`config.mk`:
```
export PLATFORM = sky130hd
export DESIGN_NAME = wd_bus_master
export DESIGN_NICKNAME = d
export VERILOG_FILES = /design/src/rtl/wd_bus_master.sv
export SDC_FILE = /design/constraint.sdc
export NUM_CORES = 1
export LEC_CHECK = 0
export CAP_MARGIN = 25
export CORE_AREA = 2 2 89 91
export DETAILED_ROUTE_END_ITERATION = 10
export DIE_AREA = 0 0 91 93
export PLACE_DENSITY_LB_ADDON = 0.08
export SYNTH_ARGS = -nofsm -noshare
export SYNTH_HDL_FRONTEND = slang
export SYNTH_SLANG_ARGS = --single-unit
```
`constraint.sdc`:
```
create_clock -name CLK -period 2.4 [get_ports CLK]
set_input_delay 0.72 -clock CLK [delete_from_list [all_inputs] [get_ports CLK]]
set_output_delay 0.72 -clock CLK [all_outputs]
set_load 0.005 [all_outputs]
```
`src/rtl/wd_bus_master.sv`:
```
// Host-side bus master for the watchdog: emits AA/55 unlock, four-beat config or
// service window on ABUS/DBUS, auto-kick timer, and WDFAIL/RSTOUT monitoring.
module wd_bus_master #(
  parameter int          UNLOCK_GAP = 2,
  parameter logic [7:0]  KICK_CODE  = 8'h08
) (
  input  logic       CLK,
  input  logic       RST,
  input  logic       cfg_start,
  input  logic [7:0] frame_len,
  input  logic [7:0] service_len,
  input  logic [7:0] reset_limit,
  input  logic       kick_req,
  input  logic       auto_en,
  input  logic [7:0] kick_period,
  input  logic       WDFAIL,
  input  logic       FLSTAT,
  input  logic       RSTOUT,
  output logic [1:0] ABUS,
  output logic [7:0] DBUS,
  output logic       busy,
  output logic       done,
  output logic [7:0] fail_cnt,
  output logic       fl_status
);

  typedef enum logic [1:0] {IDLE, UNL_AA, UNL_55, WIN} state_t;

  localparam logic [3:0] GAP = 4'(UNLOCK_GAP);

  state_t     state, nxt_state;
  logic [1:0] beat, nxt_beat;
  logic [3:0] gap, nxt_gap;
  logic       op_cfg, nxt_op_cfg;
  logic       start;
  logic       cfg_pend, kick_pend;
  logic [7:0] snap_frame, snap_service, snap_limit;
  logic [7:0] timer;
  logic       timer_run, timer_hit;
  logic       last_beat, kick_fin;
  logic       wdfail_q;
  logic [1:0] abus_d;
  logic [7:0] dbus_d;

  assign last_beat = (state == WIN) && (beat == 2'd3);
  assign kick_fin  = last_beat && !op_cfg;
  assign timer_run = auto_en && (kick_period != 8'd0);
  assign timer_hit = timer_run && (timer == kick_period - 8'd1);
  assign busy      = (state != IDLE);

  // NOTE: sequential state uses non-blocking assignments so every register
  // samples pre-edge values; the async reset sits in the sensitivity list.
  always_ff @(posedge CLK or posedge RST) begin
    if (RST) begin
      state  <= IDLE;
      beat   <= 2'd0;
      gap    <= 4'd0;
      op_cfg <= 1'b0;
      ABUS   <= 2'b00;
      DBUS   <= 8'h00;
      done   <= 1'b0;
    end else begin
      state  <= nxt_state;
      beat   <= nxt_beat;
      gap    <= nxt_gap;
      op_cfg <= nxt_op_cfg;
      ABUS   <= abus_d;
      DBUS   <= dbus_d;
      done   <= last_beat && !RSTOUT;
    end
  end

  // NOTE: every combinational output gets a default first so no latch is inferred.
  always_comb begin
    nxt_state  = state;
    nxt_beat   = beat;
    nxt_gap    = gap;
    nxt_op_cfg = op_cfg;
    start      = 1'b0;
    if (RSTOUT) begin
      nxt_state = IDLE;
      nxt_beat  = 2'd0;
      nxt_gap   = 4'd0;
    end else begin
      unique case (state)
        IDLE:   start = cfg_pend || kick_pend;
        UNL_AA: if (gap == GAP) nxt_state = UNL_55;
                else            nxt_gap   = gap + 4'd1;
        UNL_55: begin
          nxt_state = WIN;
          nxt_beat  = 2'd0;
        end
        WIN: begin
          if (beat == 2'd3) begin
            nxt_state = IDLE;
            start     = cfg_pend || kick_pend;
          end else begin
            nxt_beat = beat + 2'd1;
          end
        end
      endcase
      // Back-to-back: a pending request chains straight from the last beat.
      if (start) begin
        nxt_state  = UNL_AA;
        nxt_gap    = 4'd0;
        nxt_op_cfg = cfg_pend;
      end
    end
  end

  // Bus values are derived from the upcoming state and registered.
  always_comb begin
    abus_d = 2'b00;
    dbus_d = 8'h00;
    unique case (nxt_state)
      IDLE:   begin end
      UNL_AA: dbus_d = 8'hAA;
      UNL_55: dbus_d = 8'h55;
      WIN: begin
        if (nxt_op_cfg) begin
          case (nxt_beat)
            2'd0: begin abus_d = 2'b00; dbus_d = snap_frame;   end
            2'd1: begin abus_d = 2'b01; dbus_d = snap_service; end
            2'd2: begin abus_d = 2'b11; dbus_d = snap_limit;   end
            2'd3: begin abus_d = 2'b10; dbus_d = 8'h00;        end
          endcase
        end else begin
          abus_d = 2'b10;
          dbus_d = (nxt_beat == 2'd0) ? KICK_CODE : 8'h00;
        end
      end
    endcase
  end

  // Pending requests, auto timer and config snapshot. New requests win over the
  // clear of the transaction being launched, so no pulse is ever lost.
  always_ff @(posedge CLK or posedge RST) begin
    if (RST) begin
      cfg_pend     <= 1'b0;
      kick_pend    <= 1'b0;
      timer        <= 8'd0;
      snap_frame   <= 8'h00;
      snap_service <= 8'h00;
      snap_limit   <= 8'h00;
    end else if (RSTOUT) begin
      cfg_pend  <= 1'b0;
      kick_pend <= 1'b0;
      timer     <= 8'd0;
    end else begin
      cfg_pend  <= (cfg_pend && !start) || cfg_start;
      kick_pend <= (kick_pend && !(start && !cfg_pend)) || kick_req || timer_hit;
      if (!timer_run || kick_fin || timer_hit) timer <= 8'd0;
      else                                     timer <= timer + 8'd1;
      if (start) begin
        snap_frame   <= frame_len;
        snap_service <= service_len;
        snap_limit   <= reset_limit;
      end
    end
  end

  always_ff @(posedge CLK or posedge RST) begin
    if (RST) begin
      wdfail_q  <= 1'b0;
      fail_cnt  <= 8'h00;
      fl_status <= 1'b0;
    end else begin
      wdfail_q <= WDFAIL;
      if (WDFAIL && !wdfail_q) begin
        if (fail_cnt != 8'hFF) fail_cnt <= fail_cnt + 8'd1;
        fl_status <= FLSTAT;
      end
    end
  end

endmodule

```
==> out/results.md <==
CTS
- 0 — # hold bufs at CTS
- 70 ps — clock edge transition at the registers on the reported setup and hold paths
- clkbuf_8 — cell at the root of the clock tree
- 2 — maximum buffer depth of the clock tree
- 340 ps — Clk Latency, worst-skew pair
- 9 — total clock buffers created by CTS
- yes — TritonCTS clock tree
- 3 — Clock H-tree levels
- 64 — clk sinks

Global routing
- 0.178 — total routing resource utilization after global routing
- 2570 — number of global-route vias before repair
- 0 — overall overflow remaining after global route
- 0 — initial antenna violation count
- 65 — maximum number of pins on one net before global-route repair
- 12.0 mm — first-pass GRT wire length

Synth
- 0.00326 sq mm — post-synthesis cell area
- 0.151 — Simple-Gate Fraction of Synth Area
- 0 — Post-synth EDFFs
- 64 — number of storage elements in the synthesis netlist
- 303 — gate count after technology mapping
- 0.491 — proportion of synthesized chip area in sequential cells
- dfrtp_1 (49%), mux2_2 (9.0%), ha_1 (6.1%) — Synth area leaders
- 359 — net count of the mapped netlist
- 49 — number of library cell types mapped by synthesis
- 0.0645 — xor/xnor share of the synthesized area
- dfrtp_1 — cell taking the most area after synthesis
- 0.0614 — area share of fa/ha/maj cells after synthesis
- 0 — Yosys warnings
- 1.00 — fraction of registers with async set or reset after synthesis
- dfrtp_1 — Most used DFF post-synth
- 0.491 — area share of the largest cell type after synthesis
- 0.0929 — multiplexer area fraction after synthesis
- 10.8 sq um — Avg Cell Area, Syn
- simple AND/OR/NAND/NOR gates — dominant combinational cell family by area after synthesis
- 0.111 — post-synthesis compound-gate area fraction

STA
- 0 — final setup fails
- 2340 ps — shortest clock period the worst path allows after layout
- 427 MHz — highest clock frequency the design can meet
- 0 — number of max-slew violations in the final report
- 7.83 ps — clock skew
- 0.716 — headroom to the max-slew limit
- 0 — count of final hold-check violations
- 423 ps — Worst Max-Slew Pin Slew
- 503 ps — worst hold slack
- 0.975 — fin crit share

Power and ir drop
- 2.01 nW — leakage power figure
- 3.31 mW — overall power after layout
- 0.000445 V — worst vdd rail ir drop
- 734 mW/mm^2 — Power per Cell Area

Route
- 2541 — overall via count from detail_route
- 83 — count of routing violations after the opening detailed-route iteration
- 0 — DRC errors left
- 6.98 mm — total routed wirelength
- 4 — number of optimization iterations in the first detailed-route pass
- 5.01 — number of vias per cell after detailed routing
- 13.8 microns — detailed-route wire length per cell
- 0 — number of routed nets with antenna violations

Finish
- 0 — antenna cells
- 0.599 — Finished Core Util
- 38.3% — area added between synthesis and finish
- 0.225 — fraction of final layout cells sized beyond drive strength 1
- 507 — post-route non-filler standard cell count
- 456 — number of nets in the layout

Worst setup path
- buf_4 — cell occurring most often along the worst timing path
- 420 ps — Critical Path Max Stage Delay
- clkdlybuf4s50_1 — Slowest-stage cell, CP
- clkdlybuf4s50_1 > buf_4 > buf_4 > nor4_4 > and2_1 > a32oi_2 > a211oi_4 > buf_6 > o2bb2ai_1 — ordered list of cells on the worst path
- 2610 ps — Data arrival, critical path
- primary input — CP Launch Type
- 5 — crit-path max FO
- 2670 ps — required time worst endpoint
- 4 — worst path bufs/invs
- 9 — stages on the worst setup path
- 7 — Worst Reg-to-Reg Cells
- in -> reg — CP Class
- buffers and inverters — dominant delay contributor by cell family on the critical path
- register — critical path capture point type

Placed design
- 487 — total instance count after detailed placement
- 0.820 — Final GP Congestion
- 60 — number of buffers added on ports
- 4.94 mm — total half-perimeter wirelength after legalization and detailed placement

Die
- 61 — IO Pins
- 0.00846 sq mm — Die Area
- 91 microns — chip width
- 93 microns — chip height
- 32 — total number of placement rows
- 0.00753 sq mm — area of the core region
- 0.433 — Initial Utilization

Status
- complete, no violations — status

Worst hold path
- 1 — hold path cells
- reg -> reg — worst min-delay path category

Job
- 0 — max-cap violations

[worst reg2reg max path, stage by stage, from the launching register on]
cell and delay (ps):
dfrtp_1 390, inv_1 100, ha_1 360, or4b_1 580
a211oi_2 350, buf_4 190, nand2_1 50, a21oi_1 140
[report_power, final]
part	total [mW]	leakage [nW]	internal (mW)	switching [mW]
combinational	0.787	1.09	0.487	0.301
clock	1.03	0.106	0.612	0.421
sequential	1.49	0.815	1.32	0.167
total	3.31	2.01	2.42	0.889
[routing by layer]
layer,share of wire,global-route usage
met1,0.47,0.240
met2,0.46,0.276
met3,0.045,0.0483
met4,0.023,0.0707
met5,0,0
[kinds of logic after synthesis]
logic type      count (synthesis)
fa+ha+maj                      16
simple gates                   96
flops                          64
xor+xnor                       24
compound gates                 53
mux                            27
buf+inv                        23
[synthesized netlist by cell type (4+ instances only)]
cell type / number
xnor2_1: 15
and3_1: 5
a22oi_1: 8
o21ai_0: 14
nand4_1: 5
nand2_1: 25
a21oi_1: 11
nor2_1: 27
nand3_1: 7
clkbuf_1: 5
ha_1: 16
xor2_1: 9
mux2_2: 26
inv_1: 15
nor3_1: 4
dfrtp_1: 64
[sequential cells by signal, indices dropped and copies added (netlist names), 2 cells and up]
name,cells
DBUS,8
gap,4
fail_cnt,8
snap_limit,8
snap_frame,8
state,2
ABUS,2
beat,2
snap_service,8
timer,8
[through the flow]
| step | setup TNS (ps) | worst slack, ps | area, sq um |
|---|---|---|---|
| 6_report | 0 | 59.2 | 4510 |
| 5_1_grt | -57.1 | -16.4 | 4510 |
| 4_1_cts | 0 | 8.80 | 4440 |
| 3_5_place_dp | -4640 | -350 | 4210 |
| 3_3_place_gp | -4550 | -330 | 4210 |
| 2_1_floorplan | 0 | 81.9 | 3260 |
[worst paths after layout]
check / startpoint / end / slack (ps)
worst min-delay path: fail_cnt[7] / fail_cnt[7] / 500
worst max-delay path: kick_period[2] / kick_pend / 60
worst max register to register: state[0] / DBUS[0] / 160
min in group asynchronous: RST / timer[3] / 760
worst min register to register: fail_cnt[7] / fail_cnt[7] / 500
max in group asynchronous: RST / state[0] / 1370
[repair_timing]
item,4_1_cts,5_1_grt
setup endpoints to repair,1,14
buffers inserted,0,3
endpoints found under the hold margin,0,0
pin swaps,0,5
gates resized for setup,1,11
gates cloned,0,1
[cells in the final DEF, fill, tap and decap left out, drive strengths merged, types with 11 or more instances in the layout]
cell / netlist / layout
dfrtp: 64 / 64
ha: 16 / 16
mux2: 26 / 26
buf: 3 / 34
clkbuf: 5 / 11
clkdlybuf4s50: 0 / 57
nor2: 27 / 27
o21ai: 14 / 14
nand2: 25 / 25
a21oi: 11 / 11
xnor2: 15 / 15
inv: 15 / 15
[layout make-up]
type                       instances  area (sq um)
clock buffer                      11           141
clock inverter                     5          80.1
fill                             685          3020
inverter                          15          56.3
multi-input combinational        216          1610
sequential                        64          1600
tap                              102           128
timing repair buffer              94           896
Power figures use the tool's default switching activity.
==> patch 1, RTL diff (config.mk and constraints unchanged) <==
Put one more register stage on the output `fail_cnt`, cleared by the reset. The value now appears one clock later. The other outputs are not delayed to match.
--- a/src/rtl/wd_bus_master.sv
+++ b/src/rtl/wd_bus_master.sv
@@ -27,6 +27,8 @@
   typedef enum logic [1:0] {IDLE, UNL_AA, UNL_55, WIN} state_t;
 
   localparam logic [3:0] GAP = 4'(UNLOCK_GAP);
+
+  logic [7:0] fail_cnt_s0;
 
   state_t     state, nxt_state;
   logic [1:0] beat, nxt_beat;
@@ -162,16 +164,24 @@
   always_ff @(posedge CLK or posedge RST) begin
     if (RST) begin
       wdfail_q  <= 1'b0;
-      fail_cnt  <= 8'h00;
+      fail_cnt_s0 <= 8'h00;
       fl_status <= 1'b0;
     end else begin
       wdfail_q <= WDFAIL;
       if (WDFAIL && !wdfail_q) begin
-        if (fail_cnt != 8'hFF) fail_cnt <= fail_cnt + 8'd1;
+        if (fail_cnt_s0 != 8'hFF) fail_cnt_s0 <= fail_cnt_s0 + 8'd1;
         fl_status <= FLSTAT;
       end
     end
   end
 
+  always_ff @(posedge CLK or posedge RST) begin
+    if (RST) begin
+      fail_cnt <= '0;
+    end else begin
+      fail_cnt <= fail_cnt_s0;
+    end
+  end
+
 endmodule
 
Behaviour: not the same (Yosys sat finds a counterexample within 4 cycles, from zero or initial values and one cycle with RST high).
==> patch 1 against the original RTL <==
The flow now finishes with violations (setup timing). Routed wire length rose by 7.8%. Design area rose by 6.9%. Total power rose by 7.6%. Worst setup slack got worse by 0.066 ns. Synthesized area rose by 7.5%. Core utilization rose by 4.1 points. Sequential power rose by 13%. Clock skew rose by 0.0022 ns. Sequential cell count rose by 8. Critical path type unchanged.
==> patch 1: results (changes against the original RTL) <==
Via count = 2599 (was 2541)
Worst slack, placed = -0.457 ns (was -0.350 ns)
Final setup violation count = 1 (was 0)
Share of layout cells above drive strength 1 = 0.268 (was 0.225)
Area after DPL = 4490 um^2 (was 4210 um^2)
Vias in the first global route = 2533 (was 2570)
Initial drt markers = 73 (was 83)
P_sw = 0.983 mW (was 0.889 mW)
Layout Skew = 0.0100 ns (was 0.00783 ns)
Fill count = 654 (was 685)
Failing checks = setup timing
Hold_sp = fail_cnt_s0[7] (was fail_cnt[7])
Root Driver = clkbuf_8 (unchanged)
Ys flop type = dfrtp_1 (unchanged)
LEAKAGE = 2.15 nW (was 2.01 nW)
Routed WL per cell = 14.7 um (was 13.8 um)
Global-route usage over all layers = 0.182 (was 0.178)
Gate power share = 0.221 (was 0.238)
Clk buf depth = 2 (unchanged)
Crit path max fanout = 4 (was 5)
Share of flip-flops with an asynchronous set or reset = 1.00 (unchanged)
Register share of total power = 0.475 (was 0.450)
Pin count of the biggest net entering global routing = 46 (was 65)
Cell count of the worst hold path = 0 (was 1)
Post-Route WL = 7530 um (was 6980 um)
Distinct cells, synth = 50 (was 49)
Gates resized, CTS repair = 3 (was 1)
Cells after DPL = 493 (was 487)
Top cells by area, synth = dfrtp_1 51%, mux2_2 8.4%, ha_1 5.7% (was dfrtp_1 49%, mux2_2 9.0%, ha_1 6.1%)
Fin Hold WS = 0.433 ns (was 0.503 ns)
Netlist Area Pre-Place = 3500 um^2 (was 3260 um^2)
Syn_area_per_cell = 11.5 um^2 (was 10.8 um^2)
Syn_nets = 362 (was 359)
Depth of the worst register-to-register path = 6 (was 7)
Max VDD drop = 426 uV (was 445 uV)
Tightest Pin Transition = 0.431 ns (was 0.423 ns)
Final setup margin = -0.00700 ns (was 0.0592 ns)
Reg-to-reg endpoint = DBUS[3] (was DBUS[0])
WP data arrival = 2.64 ns (was 2.61 ns)
Register area share after synthesis = 0.514 (was 0.491)
Fin nets = 461 (was 456)
First-pass GRT wire length = 12200 um (was 12000 um)
Final GP Congestion = 0.793 (was 0.820)
Post-DP HPWL = 5490 um (was 4940 um)
Commonest cells post-synth = 72 x dfrtp_1, 32 x nor2_1, 26 x mux2_2 (was 64 x dfrtp_1, 27 x nor2_1, 26 x mux2_2)
Setup_tns = -0.00700 ns (was 0 ns)
Hold endpoint = fail_cnt[7] (unchanged)
Outcome = finished with violations (was finished clean)
[patch 1: area by class of cell]
type	instances	area, um^2	area share
clock buffers	9	124	0.0257
clock inverters	7	103	0.0213
inverters	15	60.1	0.0125
multi-input cells	211	1700	0.353
flip-flops and latches	72	1800	0.374
well taps	102	128	0.0265
repair buffers	96	905	0.188
[patch 1: worst max-delay path, stage by stage]
cell             delay, ns
clkdlybuf4s50_1       0.57
nor4_4                0.08
buf_4                 0.14
and3_2                0.23
a2111oi_4             0.44
a2111oi_4             0.09
buf_4                 0.16
a41o_1                0.21
[patch 1: routing by layer]
| layer | vias to the layer above | part of all wire | GRT usage |
|---|---|---|---|
| li1 | 1277 | - | - |
| met5 | - | 0 | 0 |
| met4 | 0 | 0.024 | 0.0909 |
| met1 | 1248 | 0.46 | 0.245 |
| met2 | 59 | 0.48 | 0.280 |
| met3 | 15 | 0.040 | 0.0419 |
[patch 1: worst max-delay path by stage]
| stage | to | from | slack [ns] |
|---|---|---|---|
| 3_3_place_gp | timer[0] | kick_period[0] | -0.38 |
| 3_5_place_dp | timer[0] | kick_period[0] | -0.46 |
| 6_report | kick_pend | kick_period[4] | -0.007 |
| 5_1_grt | kick_pend | kick_period[4] | -0.03 |
| 2_1_floorplan | DBUS[0] | RSTOUT | 0.08 |
| 4_1_cts | timer[0] | kick_period[0] | 0.006 |
[patch 1: cells by family after synthesis]
| logic type | after synthesis | share of synthesized area |
|---|---|---|
| and+or+nand+nor | 85 | 0.128 |
| DFF | 72 | 0.514 |
| AOI/OAI and AO/OA | 58 | 0.127 |
| muxes | 27 | 0.0864 |
| xor gates and xnor gates | 25 | 0.0625 |
| buffers and inverters | 23 | 0.0253 |
| adders and majority gates | 16 | 0.0571 |
==> patch 2, RTL diff (same settings) <==
Without the edit above. Re-encode `state_t` (4 states) as one-hot, 4 bits wide.
--- a/src/rtl/wd_bus_master.sv
+++ b/src/rtl/wd_bus_master.sv
@@ -24,7 +24,7 @@
   output logic       fl_status
 );
 
-  typedef enum logic [1:0] {IDLE, UNL_AA, UNL_55, WIN} state_t;
+  typedef enum logic [3:0] {IDLE = 4'b0001, UNL_AA = 4'b0010, UNL_55 = 4'b0100, WIN = 4'b1000} state_t;
 
   localparam logic [3:0] GAP = 4'(UNLOCK_GAP);
 
Function: no difference found for any inputs over 10 cycles, from zero or initial values and one cycle with RST high; not proved beyond that.
==> patch 2 against the original RTL <==
Routed wire length is 2.6% higher. Worst setup slack lost 0.010 ns. Total power shrank 3.2%. Largest power group unchanged. Sequential cell count rose by 2. Design area rose by 1.6%. Sequential share of layout area grew 0.60 points. Die area did not move. Synthesized area up 6.9%.
==> patch 2: results (changes against the original RTL) <==
Max VDD drop = 575 uV (was 445 uV)
Area after DPL = 4320 um^2 (was 4210 um^2)
Gates resized, CTS repair = 0 (was 1)
Share of layout cells above drive strength 1 = 0.219 (was 0.225)
Comb pwr = 0.676 mW (was 0.787 mW)
Vias in the first global route = 2503 (was 2570)
Outcome = finished clean (unchanged)
Critical Path End = busy (was kick_pend)
Fill count = 688 (was 685)
Initial drt markers = 95 (was 83)
WP data arrival = 1.63 ns (was 2.61 ns)
Reg-to-reg setup timing slack = 0.22 ns (was 0.16 ns)
Final GP Congestion = 0.815 (was 0.820)
Worst slack, placed = -0.201 ns (was -0.350 ns)
Crit-path max cell delay = 0.48 ns (was 0.42 ns)
Register area share after synthesis = 0.474 (was 0.491)
Commonest cells post-synth = 65 x dfrtp_1, 22 x a21oi_1, 21 x nor2_1 (was 64 x dfrtp_1, 27 x nor2_1, 26 x mux2_2)
Post-Syn Instances = 308 (was 303)
Critical-path top delay cell = dfrtp_2 (was clkdlybuf4s50_1)
Final Cycle Share = 0.980 (was 0.975)
Distinct cells, synth = 61 (was 49)
Fin nets = 447 (was 456)
Cells after DPL = 483 (was 487)
Layout Skew = 0.00782 ns (was 0.00783 ns)
Top cells by area, synth = dfrtp_1 47%, mux2_2 6.1%, xnor2_1 4.3% (was dfrtp_1 49%, mux2_2 9.0%, ha_1 6.1%)
-- patch 2: changes by cell type in the layout (fill, tap and decap cells not counted), moves of 4 or more --
cell / before / now
a21oi_1: 11 / 22
o21ai_0: 14 / 6
mux2_1: 0 / 7
mux2_2: 26 / 19
inv_1: 14 / 8
nor2_1: 27 / 21
o21ai_2: 0 / 6
nand2_1: 25 / 20
ha_1: 13 / 9
-- patch 2: area by class of cell --
cell class                      count  area, um^2  share of cell area
Multi-Input combinational cell    220        1690               0.370
Timing Repair Buffer               90         851               0.186
Clock inverter                      5        77.6              0.0169
Tap cell                          102         128              0.0279
Clock buffer                       11         141              0.0309
Inverter                            9        33.8             0.00738
Sequential cell                    66        1650               0.361
-- patch 2: worst min path at each step --
stage	from	to	slack (ns)	depth (start not counted)
floorplan	snap_frame[7]	snap_frame[7]	0.46	1
global placement	snap_limit[4]	snap_limit[4]	0.47	1
detailed placement	snap_limit[0]	snap_limit[0]	0.48	1
CTS	snap_limit[0]	snap_limit[0]	0.49	1
global route	snap_limit[0]	snap_limit[0]	0.50	1
finish	snap_limit[0]	snap_limit[0]	0.49	1
-- patch 2: kinds of logic (layout without fill, tap and decap cells) --
kind of cell | after synthesis | in the layout | share of synthesized area
mux | 27 | 27 | 0.0869
fa+ha+maj | 11 | 11 | 0.0395
xor+xnor | 25 | 25 | 0.0628
buf+inv | 22 | 115 | 0.0427
flops | 66 | 66 | 0.474
compound gates | 72 | 72 | 0.158
simple gates | 85 | 85 | 0.136
-- patch 2: metal layers --
layer / track usage / up-vias / wire length (um)
li1: - / 1290 / -
met1: 0.237 / 1260 / 3530
met5: 0 / - / 0
met4: 0.0455 / 0 / 67
met2: 0.268 / 53 / 3260
met3: 0.0516 / 8 / 313
